File: config.mk
export PLATFORM = sky130hd
export DESIGN_NAME = dmem_mmio_bridge
export DESIGN_NICKNAME = d
export VERILOG_FILES = /design/src/rtl/dlx_pkg.sv /design/src/rtl/con_fifo.sv /design/src/rtl/dmem_mmio_bridge.sv
export SDC_FILE = /design/constraint.sdc
export NUM_CORES = 1
export LEC_CHECK = 0
export BUFFER_PORTS_ARGS = -buffer_cell sky130_fd_sc_hd__buf_2
export CORE_UTILIZATION = 56
export DETAILED_ROUTE_END_ITERATION = 6
export PLACE_DENSITY = 0.92
export SYNTH_ARGS = -nofsm -noshare
export SYNTH_HDL_FRONTEND = slang
export SYNTH_HIERARCHICAL = 1
export SYNTH_SLANG_ARGS = --single-unit
File: constraint.sdc
create_clock -name clk_i -period 3.6 [get_ports clk_i]
set_input_delay 0.54 -clock clk_i [delete_from_list [all_inputs] [get_ports clk_i]]
set_output_delay 0.54 -clock clk_i [all_outputs]
set_load 0.005 [all_outputs]
File: src/rtl/dlx_pkg.sv
// +--------------------------------------------------------------------+
// | dlx_pkg: shared constants for the data-memory MMIO bridge           |
// | Revision: 1.0                                                       |
// +--------------------------------------------------------------------+
`default_nettype none

package dlx_pkg;

  // Register offsets inside the MMIO window (addr[3:0])
  localparam logic [3:0] MMIO_TOHOST  = 4'h0;
  localparam logic [3:0] MMIO_CYCLE   = 4'h4;
  localparam logic [3:0] MMIO_CONSOLE = 4'h8;
  localparam logic [3:0] MMIO_STATUS  = 4'hC;

  // STATUS register bit positions
  localparam int STAT_DONE    = 0;
  localparam int STAT_PASS    = 1;
  localparam int STAT_TIMEOUT = 2;
  localparam int STAT_OVF     = 3;

  typedef enum logic [1:0] {
    FMT_BYTE = 2'b00,
    FMT_HALF = 2'b01,
    FMT_WORD = 2'b10
  } data_format_e;

endpackage

`default_nettype wire

File: src/rtl/con_fifo.sv
// +--------------------------------------------------------------------+
// | con_fifo: synchronous console byte FIFO, power-of-2 depth           |
// | Revision: 1.0                                                       |
// +--------------------------------------------------------------------+
`default_nettype none

module con_fifo #(
  parameter int DEPTH = 8,
  parameter int WIDTH = 8
) (
  input  logic                       clk_i,
  input  logic                       rst_ni,
  input  logic                       push_i,
  input  logic                       pop_i,
  input  logic [WIDTH-1:0]           din_i,
  output logic [WIDTH-1:0]           dout_o,
  output logic                       full_o,
  output logic                       empty_o,
  output logic [$clog2(DEPTH):0]     count_o
);

  localparam int AW = $clog2(DEPTH);
  localparam int CW = AW + 1;

  logic [WIDTH-1:0] r_mem [DEPTH];
  logic [AW-1:0]    r_wr_ptr;
  logic [AW-1:0]    r_rd_ptr;
  logic [CW-1:0]    r_count;
  logic             w_do_push;
  logic             w_do_pop;

  assign full_o  = (r_count == CW'(DEPTH));
  assign empty_o = (r_count == '0);
  assign count_o = r_count;
  // Empty reads as zero so the head byte is clean out of reset
  assign dout_o  = empty_o ? '0 : r_mem[r_rd_ptr];

  assign w_do_pop  = pop_i & ~empty_o;
  assign w_do_push = push_i & (~full_o | w_do_pop);

  always_ff @(posedge clk_i or negedge rst_ni) begin
    if (!rst_ni) begin
      r_wr_ptr <= '0;
      r_rd_ptr <= '0;
      r_count  <= '0;
    end else begin
      if (w_do_push) r_wr_ptr <= r_wr_ptr + 1'b1;
      if (w_do_pop)  r_rd_ptr <= r_rd_ptr + 1'b1;
      case ({w_do_push, w_do_pop})
        2'b10:   r_count <= r_count + 1'b1;
        2'b01:   r_count <= r_count - 1'b1;
        default: r_count <= r_count;
      endcase
    end
  end

  always_ff @(posedge clk_i) begin
    if (w_do_push) r_mem[r_wr_ptr] <= din_i;
  end

endmodule

`default_nettype wire

File: src/rtl/dmem_mmio_bridge.sv
// +--------------------------------------------------------------------+
// | dmem_mmio_bridge: cpu data port to data_memory with an MMIO window  |
// | for tohost exit, cycle counter, console FIFO, status and watchdog.  |
// | Revision: 1.0                                                       |
// +--------------------------------------------------------------------+
`default_nettype none

module dmem_mmio_bridge
  import dlx_pkg::*;
#(
  parameter int                NBIT      = 32,
  parameter int                ADDR_W    = 8,
  parameter logic [ADDR_W-1:0] MMIO_BASE = 8'hF0,
  parameter int                CON_DEPTH = 8,
  parameter int                TIMEOUT   = 10000
) (
  input  logic              clk_i,
  input  logic              rst_ni,
  input  logic              cpu_en_i,
  input  logic              cpu_we_i,
  input  logic [ADDR_W-1:0] cpu_addr_i,
  input  logic [NBIT-1:0]   cpu_din_i,
  input  logic [1:0]        cpu_data_format_i,
  input  logic              cpu_data_sign_i,
  output logic [NBIT-1:0]   cpu_dout_o,
  output logic              mem_en_o,
  output logic              mem_we_o,
  output logic [ADDR_W-1:0] mem_addr_o,
  output logic [NBIT-1:0]   mem_din_o,
  output logic [1:0]        mem_data_format_o,
  output logic              mem_data_sign_o,
  input  logic [NBIT-1:0]   mem_dout_i,
  output logic              con_valid_o,
  output logic [7:0]        con_data_o,
  input  logic              con_ready_i,
  output logic              done_o,
  output logic              pass_o,
  output logic              timeout_o,
  output logic [NBIT-2:0]   exit_code_o
);

  localparam int CNT_W = $clog2(CON_DEPTH) + 1;

  logic              w_hit, w_mmio, w_mmio_wr, w_load;
  logic [3:0]        w_off;
  logic [NBIT-1:0]   w_rd_val;
  logic [3:0]        w_status;
  logic              w_tohost_wr, w_tohost_exit, w_cycle_wr, w_wdog_fire;
  logic              w_con_push, w_con_pop, w_con_full, w_con_empty, w_con_drop;
  logic [CNT_W-1:0]  w_con_count;

  logic              r_sel;
  logic [NBIT-1:0]   r_rdata;
  logic [NBIT-1:0]   r_tohost;
  logic [31:0]       r_cycle;
  logic [31:0]       r_wdog;
  logic              r_done, r_pass, r_timeout, r_ovf;
  logic [NBIT-2:0]   r_exit;

  assign w_hit     = (cpu_addr_i[ADDR_W-1:4] == MMIO_BASE[ADDR_W-1:4]);
  assign w_mmio    = cpu_en_i & w_hit;
  assign w_mmio_wr = w_mmio & cpu_we_i;
  assign w_load    = cpu_en_i & ~cpu_we_i;
  assign w_off     = cpu_addr_i[3:0];

  // Pass-through is held at zero during reset so data_memory sees nothing
  assign mem_en_o          = rst_ni & cpu_en_i & ~w_hit;
  assign mem_we_o          = rst_ni & cpu_we_i & ~w_mmio;
  assign mem_addr_o        = rst_ni ? cpu_addr_i : '0;
  assign mem_din_o         = rst_ni ? cpu_din_i : '0;
  assign mem_data_format_o = rst_ni ? cpu_data_format_i : '0;
  assign mem_data_sign_o   = rst_ni & cpu_data_sign_i;

  assign cpu_dout_o = !rst_ni ? '0 : (r_sel ? r_rdata : mem_dout_i);

  assign w_status[STAT_DONE]    = r_done;
  assign w_status[STAT_PASS]    = r_pass;
  assign w_status[STAT_TIMEOUT] = r_timeout;
  assign w_status[STAT_OVF]     = r_ovf;

  always_comb begin
    w_rd_val = '0;
    if (w_mmio) begin
      case (w_off)
        MMIO_TOHOST:  w_rd_val = r_tohost;
        MMIO_CYCLE:   w_rd_val = NBIT'(r_cycle);
        MMIO_CONSOLE: w_rd_val = NBIT'(w_con_count);
        MMIO_STATUS:  w_rd_val = NBIT'(w_status);
        default:      w_rd_val = '0;
      endcase
    end
  end

  assign w_tohost_wr   = w_mmio_wr & (w_off == MMIO_TOHOST);
  assign w_tohost_exit = w_tohost_wr & ~r_done & cpu_din_i[0];
  assign w_cycle_wr    = w_mmio_wr & (w_off == MMIO_CYCLE);
  // A program exit in the same cycle as expiry takes priority
  assign w_wdog_fire   = ~r_done & ~w_tohost_exit & (r_wdog == 32'(TIMEOUT - 1));

  assign w_con_push  = w_mmio_wr & (w_off == MMIO_CONSOLE);
  assign w_con_pop   = con_valid_o & con_ready_i;
  assign w_con_drop  = w_con_push & w_con_full & ~w_con_pop;
  assign con_valid_o = ~w_con_empty;

  con_fifo #(
    .DEPTH (CON_DEPTH),
    .WIDTH (8)
  ) u_con_fifo (
    .clk_i   (clk_i),
    .rst_ni  (rst_ni),
    .push_i  (w_con_push),
    .pop_i   (w_con_pop),
    .din_i   (cpu_din_i[7:0]),
    .dout_o  (con_data_o),
    .full_o  (w_con_full),
    .empty_o (w_con_empty),
    .count_o (w_con_count)
  );

  always_ff @(posedge clk_i or negedge rst_ni) begin
    if (!rst_ni) begin
      r_sel     <= 1'b0;
      r_rdata   <= '0;
      r_tohost  <= '0;
      r_cycle   <= '0;
      r_wdog    <= '0;
      r_done    <= 1'b0;
      r_pass    <= 1'b0;
      r_timeout <= 1'b0;
      r_ovf     <= 1'b0;
      r_exit    <= '0;
    end else begin
      if (w_load) begin
        r_sel   <= w_mmio;
        r_rdata <= w_rd_val;
      end
      r_cycle <= w_cycle_wr ? '0 : r_cycle + 32'd1;
      if (r_wdog < 32'(TIMEOUT)) r_wdog <= r_wdog + 32'd1;
      if (w_con_drop) r_ovf <= 1'b1;
      if (w_tohost_wr && !r_done) r_tohost <= cpu_din_i;
      if (w_tohost_exit) begin
        r_done <= 1'b1;
        r_pass <= (cpu_din_i[NBIT-1:1] == '0);
        r_exit <= cpu_din_i[NBIT-1:1];
      end else if (w_wdog_fire) begin
        r_done    <= 1'b1;
        r_timeout <= 1'b1;
        r_pass    <= 1'b0;
      end
    end
  end

  assign done_o      = r_done;
  assign pass_o      = r_pass;
  assign timeout_o   = r_timeout;
  assign exit_code_o = r_exit;

endmodule

`default_nettype wire

# Word level (Yosys, flattened, before mapping)
# Memories as Yosys holds them, arrays and structs flattened.
# Cells that the tools add are included.
# word_totals
regBits	174
mem_bits_rw	64
inputBits	80
output_inout_bits	120
word_cells	82
n_memories	1
# memory_table
memory	words	width	read_ports	rd_ports_with_merged_regs	write_ports	line_no	rtl
u_con_fifo.r_mem	8	8	1	0	1	con_fifo.sv:25	logic [WIDTH-1:0] r_mem [DEPTH];
# op_classes
addsub	6
n_lt_le_gt_ge	1
n_eq_ne	8
muxes	16
n_bitwise	29
n_reduce_logical	8
# op_table
cell	n
2-to-1 mux 32 bit	5
case mux 32 bit (4 select lines)	1
adder 32 x 1 -> 32 bit (second input constant)	2
equality test 32 x 14 -> 1 bit (second input constant)	1
less-than comparator 32 x 14 -> 1 bit (second input constant)	1
logical NOT 31 bit	1
bitwise AND 1 bit	20
equality test 4 bit (second input constant)	4
2-to-1 mux 8 bit	2
logical NOT 4 bit	2
inverter 1 bit	8
case mux 4 bit (2 select lines)	1
adder 3 x 1 -> 3 bit (second input constant)	2
2-to-1 mux 1 bit	6
adder 4 x 1 -> 4 bit (second input constant)	1
equality test 4 x 3 -> 1 bit (second input constant)	1
nonzero test 2 bit	2
subtractor 4 x 1 -> 4 bit (second input constant)	1
equality test 2 x 1 -> 1 bit (second input constant)	1
equality test 2 bit (second input constant)	1
2-to-1 mux 2 bit	1
AND reduction 2 bit	1
logical AND 1 bit	1
logical NOT 1 bit	1
OR 1 bit	1

# Longest topological paths before layout
# depth
word_depth	11
ltp_mapped	12
depth_no_buf	11

# Hierarchy
# The synthesis kept the hierarchy.
# by_module_without_submodules
module	instances	cells_each	area_per_inst_um2	seq_area_each_um2
dmem_mmio_bridge	1	776	7764.9	4103.9
con_fifo	1	166	3079.2	2172.1

# Worst setup path before layout
# Ideal clock, no wire load.
# synth_path
path_kind	input -> register
start	in cpu_addr_i[3]
end	reg u_con_fifo.r_count[3], in the netlist u_con_fifo/count_o[3]
setup_time_ps	139
t_arrival_ps	3151
required_ps	3461
slack_ps	309
cell_stages	12
path_buffers	2
path_cell_list	clkbuf_1 -> buf_1 -> inv_1 -> nor3_1 -> inv_1 -> nand2b_1 -> inv_1 -> ha_1 -> a211oi_1 -> or3_1 -> o211ai_1 -> o221ai_1
# synth_between
elab_chain_len	5
word_cells_on_any_way	7
classes_between	eq/ne (3); mux (1); bitwise (2); reduce/logical (1)
# synth_rtl
item	line_no	rtl
from (decl)	dmem_mmio_bridge.sv:21	input logic [ADDR_W-1:0] cpu_addr_i,
equality test 4 bit *	dmem_mmio_bridge.sv:100	assign w_con_push = w_mmio_wr & (w_off == MMIO_CONSOLE);
bitwise AND 1 bit *	dmem_mmio_bridge.sv:100	
net w_con_push	dmem_mmio_bridge.sv:49	logic w_con_push, w_con_pop, w_con_full, w_con_empty, w_con_drop;
bitwise AND 1 bit *	con_fifo.sv:39	assign w_do_push = push_i & (~full_o | w_do_pop);
equality test 2 x 1 -> 1 bit / equality test 2 bit (equally long branches)	con_fifo.sv:49	case ({w_do_push, w_do_pop})
case mux 4 bit (2 select lines) / nonzero test 2 bit (equally long branches)	n/a	
to (signal assigned)	con_fifo.sv:50	2'b10: r_count <= r_count + 1'b1;
to (signal assigned)	con_fifo.sv:51	2'b01: r_count <= r_count - 1'b1;
to (signal assigned)	con_fifo.sv:52	default: r_count <= r_count;
to (decl)	con_fifo.sv:28	logic [CW-1:0] r_count;
# The timed path passes the listed nets; every way through them passes the cells marked *.
# A chain may end at the register's enable or synchronous reset.

# Worst setup path in the final report
# layout_path
start	reg u_con_fifo.r_count[0], in the netlist u_con_fifo/count_o[0]
end	reg u_con_fifo.r_count[3], in the netlist u_con_fifo/count_o[3]
# layout_between
elab_chain_len	8
word_cells_on_any_way	14
classes_between	add/sub (2); eq/ne (3); mux (1); bitwise (6); reduce/logical (2)
# layout_rtl
item	line_no	rtl
logical NOT 4 bit *	con_fifo.sv:33	assign empty_o = (r_count == '0);
net w_con_empty	dmem_mmio_bridge.sv:49	
inverter 1 bit *	dmem_mmio_bridge.sv:103	assign con_valid_o = ~w_con_empty;
bitwise AND 1 bit *	dmem_mmio_bridge.sv:101	assign w_con_pop = con_valid_o & con_ready_i;
net w_con_pop	dmem_mmio_bridge.sv:49	
bitwise AND 1 bit *	con_fifo.sv:38	assign w_do_pop = pop_i & ~empty_o;
OR 1 bit	con_fifo.sv:39	
bitwise AND 1 bit	con_fifo.sv:39	
equality test 2 x 1 -> 1 bit / equality test 2 bit (equally long branches)	con_fifo.sv:49	
case mux 4 bit (2 select lines) / nonzero test 2 bit (equally long branches)	n/a	
# Marked as above.

==> impl_metrics.tcl <==
set metrics [dict create \
    arrival_ps 3620 \
    cp_max_fo 10 \
    antenna_found_initial 0 \
    r2r-end "u_con_fifo/count_o[3]$_DFFE_PN0P_" \
    fmax_ghz 0.307 \
    slew_headroom_pct 27.1 \
    worst_clock_skew_ps 16.4 \
    cap_violations 0 \
    core_region_area_mm2 0.0188 \
    drtIter0Drc 873 \
    rsz0062_at_grt "no" \
    crit_chain "or3_1 -> nor2_1 -> buf_4 -> nor2b_1 -> o21ai_2 -> nand2b_1 -> inv_1 -> ha_1 -> a211oi_1 -> or3_1 -> o21a_1 -> o221ai_1" \
    cts_root_buffer "clkbuf_16" \
    cts_tree "yes" \
    drt_pass1_iterations 5 \
    cts_buffer_depth 3 \
    insertion_delay_ps 510 \
    crit_path_end_kind "register" \
    grt_pass1_vias 7822 \
    grt_max_degree 117 \
    synth_xor_area_share_pct 3.72 \
    dieArea_mm2 0.0199 \
    finalSetupTns_ps 0 \
    synth_area_mm2 0.0108 \
    synth-edff-count 64 \
    wirelength_mm 26.4 \
    postLayoutCoreUtil_pct 68.0 \
    slew_viol_final 0 \
    num_antenna_cells 0 \
    syn_inst 942 \
    hold_violations 0 \
    clock-sinks 238 \
    cts.repair.resized 0 \
    critPathMaxStageDelay_ps 530 \
    use_met2_pct 44.8 \
    crit_type "reg2reg" \
    grt_usage_pct 27.2 \
    cts_hold_buffers 0 \
    rows 50 \
    slowest_stage "nor2b_1" \
    worst_pin_slew_ps 1090 \
    finalSetupViolations 0 \
    syn_nets 1029 \
    start_util_pct 57.6 \
    num_vias 8028 \
    use_met1_pct 37.3 \
    status "finished, final reports clean" \
    ys_seq_area_share_pct 57.9 \
    synthSimpleGateAreaFrac_pct 17.6 \
    clk_pin_slew_ps 60 \
    preCtsSetupSlack_ps 426 \
    die_x_um 141 \
    layout_setup_ws_ps 346 \
    grt_overflow 0 \
    fin_crit_sh_pct 90.4 \
    crit_top_cell "or3_1" \
    powerDensity_mw_per_mm2 519 \
    vdd_drop_max_v 0.000383 \
    grt_pass1_wl_mm 42.1 \
    ys_async_sr_fraction_pct 73.1 \
    ctsHtreeMaxLevel 1 \
    wire_per_inst_um 19.0 \
    rr_worst_depth 12 \
    startpoint_type "register" \
    die_h_um 141 \
    yosysWarnings 6 \
    io_pins 200 \
    synthFlopType "dfrtp_1" \
    grt-busiest-layer "met2" \
    drc 0 \
    syn_area_per_cell_um2 11.5 \
    synth_cell_type_count 56 \
    cts_buffers 23 \
    avgViaCountPerCell 5.77 \
    ys_seq_elements 238 \
    gp_congestion 0.858 \
    reg2reg_slack_ps 350 \
    fill_cells 1267 \
    timing.rr.start "u_con_fifo/count_o[0]$_DFFE_PN0P_" \
    antenna_left 0 \
    hpwl_mm 17.5 \
    fin_nets 1201 \
    drive_gt1_share_pct 25.0 \
    synth_top_family_by_area "simple AND/OR/NAND/NOR gates" \
    synth_fa_ha_area_share_pct 0.877 \
    synth_mux_area_share_pct 11.4 \
    synthToLayoutAreaGrowth_pct 18.1 \
    timing.final.crit_period_ps 3250 \
    cp.required_ps 3960 \
    hold_class "in2async" \
    cts_setup_buffers 0 \
    synth_compound_area_share_pct 5.65 \
    io_buffers 199 \
    power.leakage_uw 0.00598 \
    grtUsageMet3_pct 3.57 \
]
[cells in the final DEF, fill, tap and decap left out, types with 16 or more instances in the layout]
master | Yosys | final
nor2_1 | 56 | 56
xnor2_1 | 25 | 25
nand2_1 | 147 | 147
clkbuf_16 | 0 | 24
nor2b_1 | 36 | 36
nand3_1 | 21 | 21
xor2_1 | 21 | 21
mux2i_1 | 49 | 49
mux2_1 | 27 | 27
edfxtp_1 | 64 | 64
dfrtp_1 | 174 | 173
o21ai_0 | 33 | 33
mux4_2 | 16 | 16
and2_1 | 45 | 45
buf_2 | 6 | 198
a22oi_1 | 28 | 28
[where the power goes]
part           internal (uW)  switching (uW)
Combinational            559             567
Sequential              2890             205
Clock                   1430             998
[cells in the mapped netlist (all sizes together), types with 2 or more instances]
| master | n | share of area (%) |
|---|---|---|
| a21o | 2 | 0.14 |
| a21oi | 4 | 0.18 |
| a22o | 4 | 0.32 |
| a22oi | 28 | 1.9 |
| and2 | 45 | 2.6 |
| and3 | 14 | 0.81 |
| and4 | 4 | 0.32 |
| buf | 10 | 0.52 |
| clkbuf | 56 | 1.9 |
| dfrtp | 174 | 40 |
| edfxtp | 64 | 18 |
| ha | 6 | 0.69 |
| inv | 11 | 0.38 |
| mux2 | 34 | 3.6 |
| mux2i | 49 | 4.5 |
| mux4 | 16 | 3.3 |
| nand2 | 148 | 5.1 |
| nand2b | 5 | 0.29 |
| nand3 | 21 | 0.97 |
| nand4 | 15 | 0.87 |
| nor2 | 56 | 1.9 |
| nor2b | 36 | 2.1 |
| nor3 | 13 | 0.60 |
| nor4 | 17 | 1.3 |
| o21ai | 34 | 1.6 |
| o22ai | 5 | 0.35 |
| or3 | 6 | 0.35 |
| or4 | 4 | 0.31 |
| xnor2 | 25 | 2.0 |
| xor2 | 21 | 1.7 |
[metrics by stage]
stage | area [um2] | hold WS [ps] | power [uW] | cells
2_1_floorplan | 10800 | 244 | 3810 | 942
3_3_place_gp | 12000 | 359 | 4180 | 1349
3_5_place_dp | 12000 | 361 | 4240 | 1349
4_1_cts | 12800 | 87.8 | 6670 | 1391
5_1_grt | 12800 | 104 | 6910 | 1391
6_report | 12800 | 56.0 | 6650 | 1391
[worst max-delay path: cells and delay by family (launching register included)]
family,cells,cell delay (ps)
AO/OA/AOI/OAI,4,830
buffers and inverters,2,270
AND/OR/NAND/NOR,5,1390
adder cells (fa/ha/maj),1,230
flip-flops,1,400
[state kept, by name, indices dropped and copies added, names as in the netlist, 3 cells and up]
signal               cells
exit_code_o             31
r_tohost                32
u_con_fifo/r_rd_ptr      3
r_cycle                 32
u_con_fifo/r_wr_ptr      3
u_con_fifo/r_mem        64
r_rdata                 32
r_wdog                  32
u_con_fifo/count_o       4
[how the worst max path moves through the flow]
stage          cells past startpoint                                 to  slack (ps)                              start
2_1_floorplan                     12  u_con_fifo/count_o[3]$_DFFE_PN0P_         310                      cpu_addr_i[3]
3_3_place_gp                      12  u_con_fifo/count_o[3]$_DFFE_PN0P_         610  u_con_fifo/count_o[1]$_DFFE_PN0P_
3_5_place_dp                      12  u_con_fifo/count_o[3]$_DFFE_PN0P_         430  u_con_fifo/count_o[1]$_DFFE_PN0P_
4_1_cts                           12  u_con_fifo/count_o[3]$_DFFE_PN0P_         350  u_con_fifo/count_o[1]$_DFFE_PN0P_
5_1_grt                           12  u_con_fifo/count_o[3]$_DFFE_PN0P_         150  u_con_fifo/count_o[1]$_DFFE_PN0P_
6_report                          12  u_con_fifo/count_o[3]$_DFFE_PN0P_         350  u_con_fifo/count_o[0]$_DFFE_PN0P_
[layout make-up]
class                           instances  area (um2)  area share (%)
Sequential cell                       238        6280            49.0
Multi-Input combinational cell        627        4260            33.3
Timing Repair Buffer                  213        1120            8.77
Clock buffer                           31         657            5.13
Tap cell                              260         325            2.54
Clock inverter                         11         115           0.899
Inverter                               11        41.3           0.323
[metal layers]
layer / up-vias / routed length [um]
met2: 403 / 12600
met5: - / 0
met3: 59 / 1890
met4: 0 / 757
li1: 3623 / -
met1: 3943 / 11200
[logic make-up (layout without fill, tap and decap cells)]
kind of cell | after synthesis | after routing
muxes | 99 | 99
and+or+nand+nor | 385 | 385
buffers and inverters | 77 | 266
adders and majority gates | 7 | 7
AOI/OAI and AO/OA | 90 | 90
DFF | 238 | 238
xor gates and xnor gates | 46 | 46
Note: power is estimated with default switching activity, not from simulation.
